## config.mk

```make
export PLATFORM = sky130hd
export DESIGN_NAME = summator
export DESIGN_NICKNAME = d
export VERILOG_FILES = /design/src/rtl/summator_pkg.sv /design/src/rtl/summator_full_adder.sv /design/src/rtl/summator.sv
export SDC_FILE = /design/constraint.sdc
export NUM_CORES = 1
export LEC_CHECK = 0
export BUFFER_PORTS_ARGS = -buffer_cell sky130_fd_sc_hd__buf_4
export CORE_AREA = 2 2 39 41
export CTS_CLUSTER_SIZE = 20
export DETAILED_ROUTE_END_ITERATION = 10
export DIE_AREA = 0 0 41 43
export GPL_TIMING_DRIVEN = 0
export PLACE_DENSITY = 0.3
export SLEW_MARGIN = 20
export SYNTH_ARGS = -nofsm -noshare
export SYNTH_HDL_FRONTEND = slang
export SYNTH_SLANG_ARGS = --single-unit
```

## constraint.sdc

```tcl
create_clock -name clk -period 2.25 [get_ports clk]
set_clock_uncertainty 0.2 [all_clocks]
set_input_delay 0.5625 -clock clk [delete_from_list [all_inputs] [get_ports clk]]
set_output_delay 0.5625 -clock clk [all_outputs]
set_load 0.005 [all_outputs]
```

## src/rtl/summator_pkg.sv

```systemverilog
// Shared constants for the summator: result width and pipeline latency.
// SUMMATOR_INREG_EN adds an input register stage (latency 2 instead of 1).
package summator_pkg;

  function automatic int result_w(input int reglength);
    return reglength + 1;
  endfunction

`ifdef SUMMATOR_INREG_EN
  localparam int LATENCY = 2;
`else
  localparam int LATENCY = 1;
`endif

endpackage

```

## src/rtl/summator_full_adder.sv

```systemverilog
// One-bit full adder cell; summator chains reglength of these as a ripple-carry adder.
module full_adder (
  input  logic a,
  input  logic b,
  input  logic cin,
  output logic s,
  output logic cout
);

  logic p;

  assign p    = a ^ b;
  assign s    = p ^ cin;
  assign cout = (a & b) | (cin & p);

endmodule

```

## src/rtl/summator.sv

```systemverilog
// Registered unsigned ripple-carry adder: sum = r1 + r2 with carry-out in the MSB.
// Define SUMMATOR_INREG_EN to register the operands first (latency 2, full throughput).
module summator
  import summator_pkg::*;
#(
  parameter int reglength = 3
) (
  input  logic                             clk,
  input  logic                             reset,
  input  logic [reglength-1:0]             r1,
  input  logic [reglength-1:0]             r2,
  output logic [result_w(reglength)-1:0]   sum
);

  localparam int SUM_W = result_w(reglength);

  logic [reglength-1:0] a_p0;
  logic [reglength-1:0] b_p0;

`ifdef SUMMATOR_INREG_EN
  // Stage p0: operand capture
  logic [reglength-1:0] a_p0_d, a_p0_q;
  logic [reglength-1:0] b_p0_d, b_p0_q;

  always_comb begin
    a_p0_d = r1;
    b_p0_d = r2;
  end

  always_ff @(posedge clk) begin
    if (reset) begin
      a_p0_q <= '0;
      b_p0_q <= '0;
    end else begin
      a_p0_q <= a_p0_d;
      b_p0_q <= b_p0_d;
    end
  end

  assign a_p0 = a_p0_q;
  assign b_p0 = b_p0_q;
`else
  assign a_p0 = r1;
  assign b_p0 = r2;
`endif

  // Carries live in per-cell nets so the chain is not one self-feeding vector.
  logic [reglength-1:0] s_bits;

  for (genvar i = 0; i < reglength; i++) begin : g_cell
    logic cin;
    logic cout;
    if (i == 0) begin : g_first
      assign cin = 1'b0;
    end else begin : g_rest
      assign cin = g_cell[i-1].cout;
    end
    full_adder u_fa (
      .a   (a_p0[i]),
      .b   (b_p0[i]),
      .cin (cin),
      .s   (s_bits[i]),
      .cout(cout)
    );
  end

  // Stage p1: registered result
  logic [SUM_W-1:0] sum_p1_d, sum_p1_q;

  always_comb begin
    sum_p1_d = {g_cell[reglength-1].cout, s_bits};
  end

  always_ff @(posedge clk) begin
    if (reset) begin
      sum_p1_q <= '0;
    end else begin
      sum_p1_q <= sum_p1_d;
    end
  end

  assign sum = sum_p1_q;

endmodule

```

==> metrics.sh <==
STATUS='finished clean'
SYNTH_SEQ_CELLS=4
ROUTE.ANTENNA.REMAINING_NETS=0
CRITPATHCAPTURETYPE='flop'
TOTALPOWERFINAL_uW=199
POWERDENSITY_nW_PER_UM2=690
VIA_COUNT_NORMALIZED_BY_INSTANCE_COUNT=3.16
WORSTSETUPPATHTYPE='in -> reg'
NUMPORTBUFFERS=11
WORSTSETUPSTARTPOINTTYPE='input pin'
CP.REQUIRED_PS=2220
NUMBER_OF_GLOBAL_ROUTE_VIAS_BEFORE_REPAIR=128
ANTENNA_CELLS=0
SYNTHESIS.NETS=25
FIRSTDRTPASSITERS=1
CTS.PATH.MAX_BUFFERS=2
UTILIZATION=0.209
CTS_INSERTED_BUFFERS=3
HP-CLASS='in -> reg'
WORST_HOLD_PATH.NUM_CELLS=2
INITIAL_CORE_UTIL=0.118
CLK_TRANSITION_REPORTED_PATHS_PS=40
POWER.LEAKAGE_nW=0.147
MIN_TO='sum[2]'
DETAILED_ROUTE_WL_UM=321
SYN-CELL-AREA_UM2=164
SYN_TO_FINAL_GROWTH_PCT=76.3
CRITICAL_PATH.MAX_FANOUT=1
GLOBALROUTETOTALUTIL=0.0433
SYNTHESIS.INSTANCES=14
DIE_W_UM=41
SLEW_VIOLATIONS=0
POST_CTS_SETUP_BUFFERS=0
NUMPLACEDINSTANCES=41
ANTENNA_VIOLATIONS_BEFORE_REPAIR=0
GRT_START_MAX_NET_PINS=5
POST_CTS_RESIZED=0
WORST_EP_ARRIVAL_TIME_PS=1790
CTS_SINKS=4
TIMING.FMAX_GHz=0.547
POSTSYNTHAREAPERCELL_UM2=11.7
FINAL_DESIGN_AREA_NO_FILL_UM2=289
IOS=12
WORST_SLEW_MARGIN_RELATIVE_TO_ITS_LIMIT=0.947
GRT_SETUP_UNREPAIRED='false'
PLACED_CELL_AREA_UM2=267
CORE_UM2=1380
FIRST_PASS_GRT_WIRE_LENGTH_UM=469
SHARE_OF_LAYOUT_CELLS_ABOVE_DRIVE_STRENGTH_1=0.500
YS.WARNINGS.COUNT=0
POST-ROUTE-PERIOD-UTIL=0.812
CTS-HOLD-FIX-BUFFERS=0
DRT-WIRELENGTH-PER-CELL_UM=7.30
NUM_VIAS=139
WORST_IR_DROP_VDD_mV=0.119
HOLD_VIOL=0
ROW_COUNT=14
CTSHTREEMAXLEVEL=1
DRT_ITER0_MARKERS=0
TOTALNEGATIVESETUPSLACK_PS=0
FINAL-SETUP-VIOL-COUNT=0
NUMBER_OF_FLIP_FLOPS_IN_THE_LARGEST_REGISTER=4
CAP_VIOLATIONS=0
LAYOUTNONFILLERINSTCOUNT=44
CTSROOTBUFFERMASTER='clkbuf_4'
DETAIL_ROUTE.DRC_VIOLATIONS=0
SLEW_AT_THE_PIN_CLOSEST_TO_ITS_MAX_SLEW_LIMIT_PS=79.2
NUMBER_OF_NETS_IN_THE_FINAL_LAYOUT=41
PLACE.GP.CONGESTION=0.579
DIE-AREA_UM2=1760
YS_SEQ_AREA_FRAC=0.489
GLOBALROUTE.TOTALOVERFLOW=0
DIEHEIGHT_UM=43
TRITONCTS='built'
SYNTH_CELL_TYPES=6
FINAL.MIN_CLOCK_PERIOD_PS=1830
WORSTHOLDSTART='reset'
-- area by class of cell --
cell class                      instances  area (um^2)
Clock buffer                            3         22.5
Multi-Input combinational cell          7         72.6
Fill cell                             158         1090
Timing Repair Buffer                   11         82.6
Sequential cell                         4         80.1
Tap cell                               16         20.0
Inverter                                3         11.3
-- synthesized netlist by cell type --
| cell type | instances | area [um^2] |
|---|---|---|
| dfxtp_1 | 4 | 80.1 |
| inv_1 | 3 | 11.3 |
| nor2_1 | 2 | 7.51 |
| ha_1 | 1 | 12.5 |
| fa_1 | 2 | 40.0 |
| nor2b_1 | 2 | 12.5 |
-- per-stage QoR --
step | worst slack [ps] | hold WS [ps]
2_1_floorplan | 356 | 434
3_3_place_gp | 195 | 557
3_5_place_dp | 171 | 559
4_1_cts | 417 | 316
5_1_grt | 382 | 321
6_report | 422 | 322
-- logic make-up (layout without fill, tap and decap cells) --
kind of cell               count (synthesis)  after routing  share of synthesized area
adders and majority gates                  3              3                      0.321
buffers and inverters                      3             17                     0.0687
and+or+nand+nor                            4              4                      0.122
DFF                                        4              4                      0.489
-- power breakdown --
group	internal (mW)	leakage (nW)	switching, mW
clock	0.0594	0.0138	0.0259
sequential	0.0781	0.0333	0.00160
combinational	0.0219	0.100	0.0124
-- worst max-delay path: stages --
cell,delay (ps)
buf_4,110
ha_1,190
fa_1,360
inv_1,80
fa_1,410
nor2_1,90
-- metal layers --
layer	routed length [um]	part of all wire	global-route usage	up-vias
li1	-	-	-	68
met4	0	0	0.0600	0
met5	0	0	0	-
met2	116	0.36	0.0469	12
met3	72	0.22	0.0157	0
met1	131	0.41	0.0518	59
-- worst max-delay path by stage --
stage,to,depth (start not counted),slack (ps),from
6_report,sum[2],6,420,r1[0]
2_1_floorplan,sum[2],5,360,r1[0]
5_1_grt,sum[2],6,380,r1[0]
3_3_place_gp,sum[2],6,190,r1[0]
3_5_place_dp,sum[2],6,170,r1[0]
4_1_cts,sum[2],6,420,r1[0]
-- placed cells by master (no fill, tap or decap), drive strengths merged --
| master | instances |
|---|---|
| buf | 11 |
| clkbuf | 3 |
| dfxtp | 4 |
| fa | 2 |
| ha | 1 |
| inv | 3 |
| nor2 | 2 |
| nor2b | 2 |
Power figures use the tool's default switching activity.
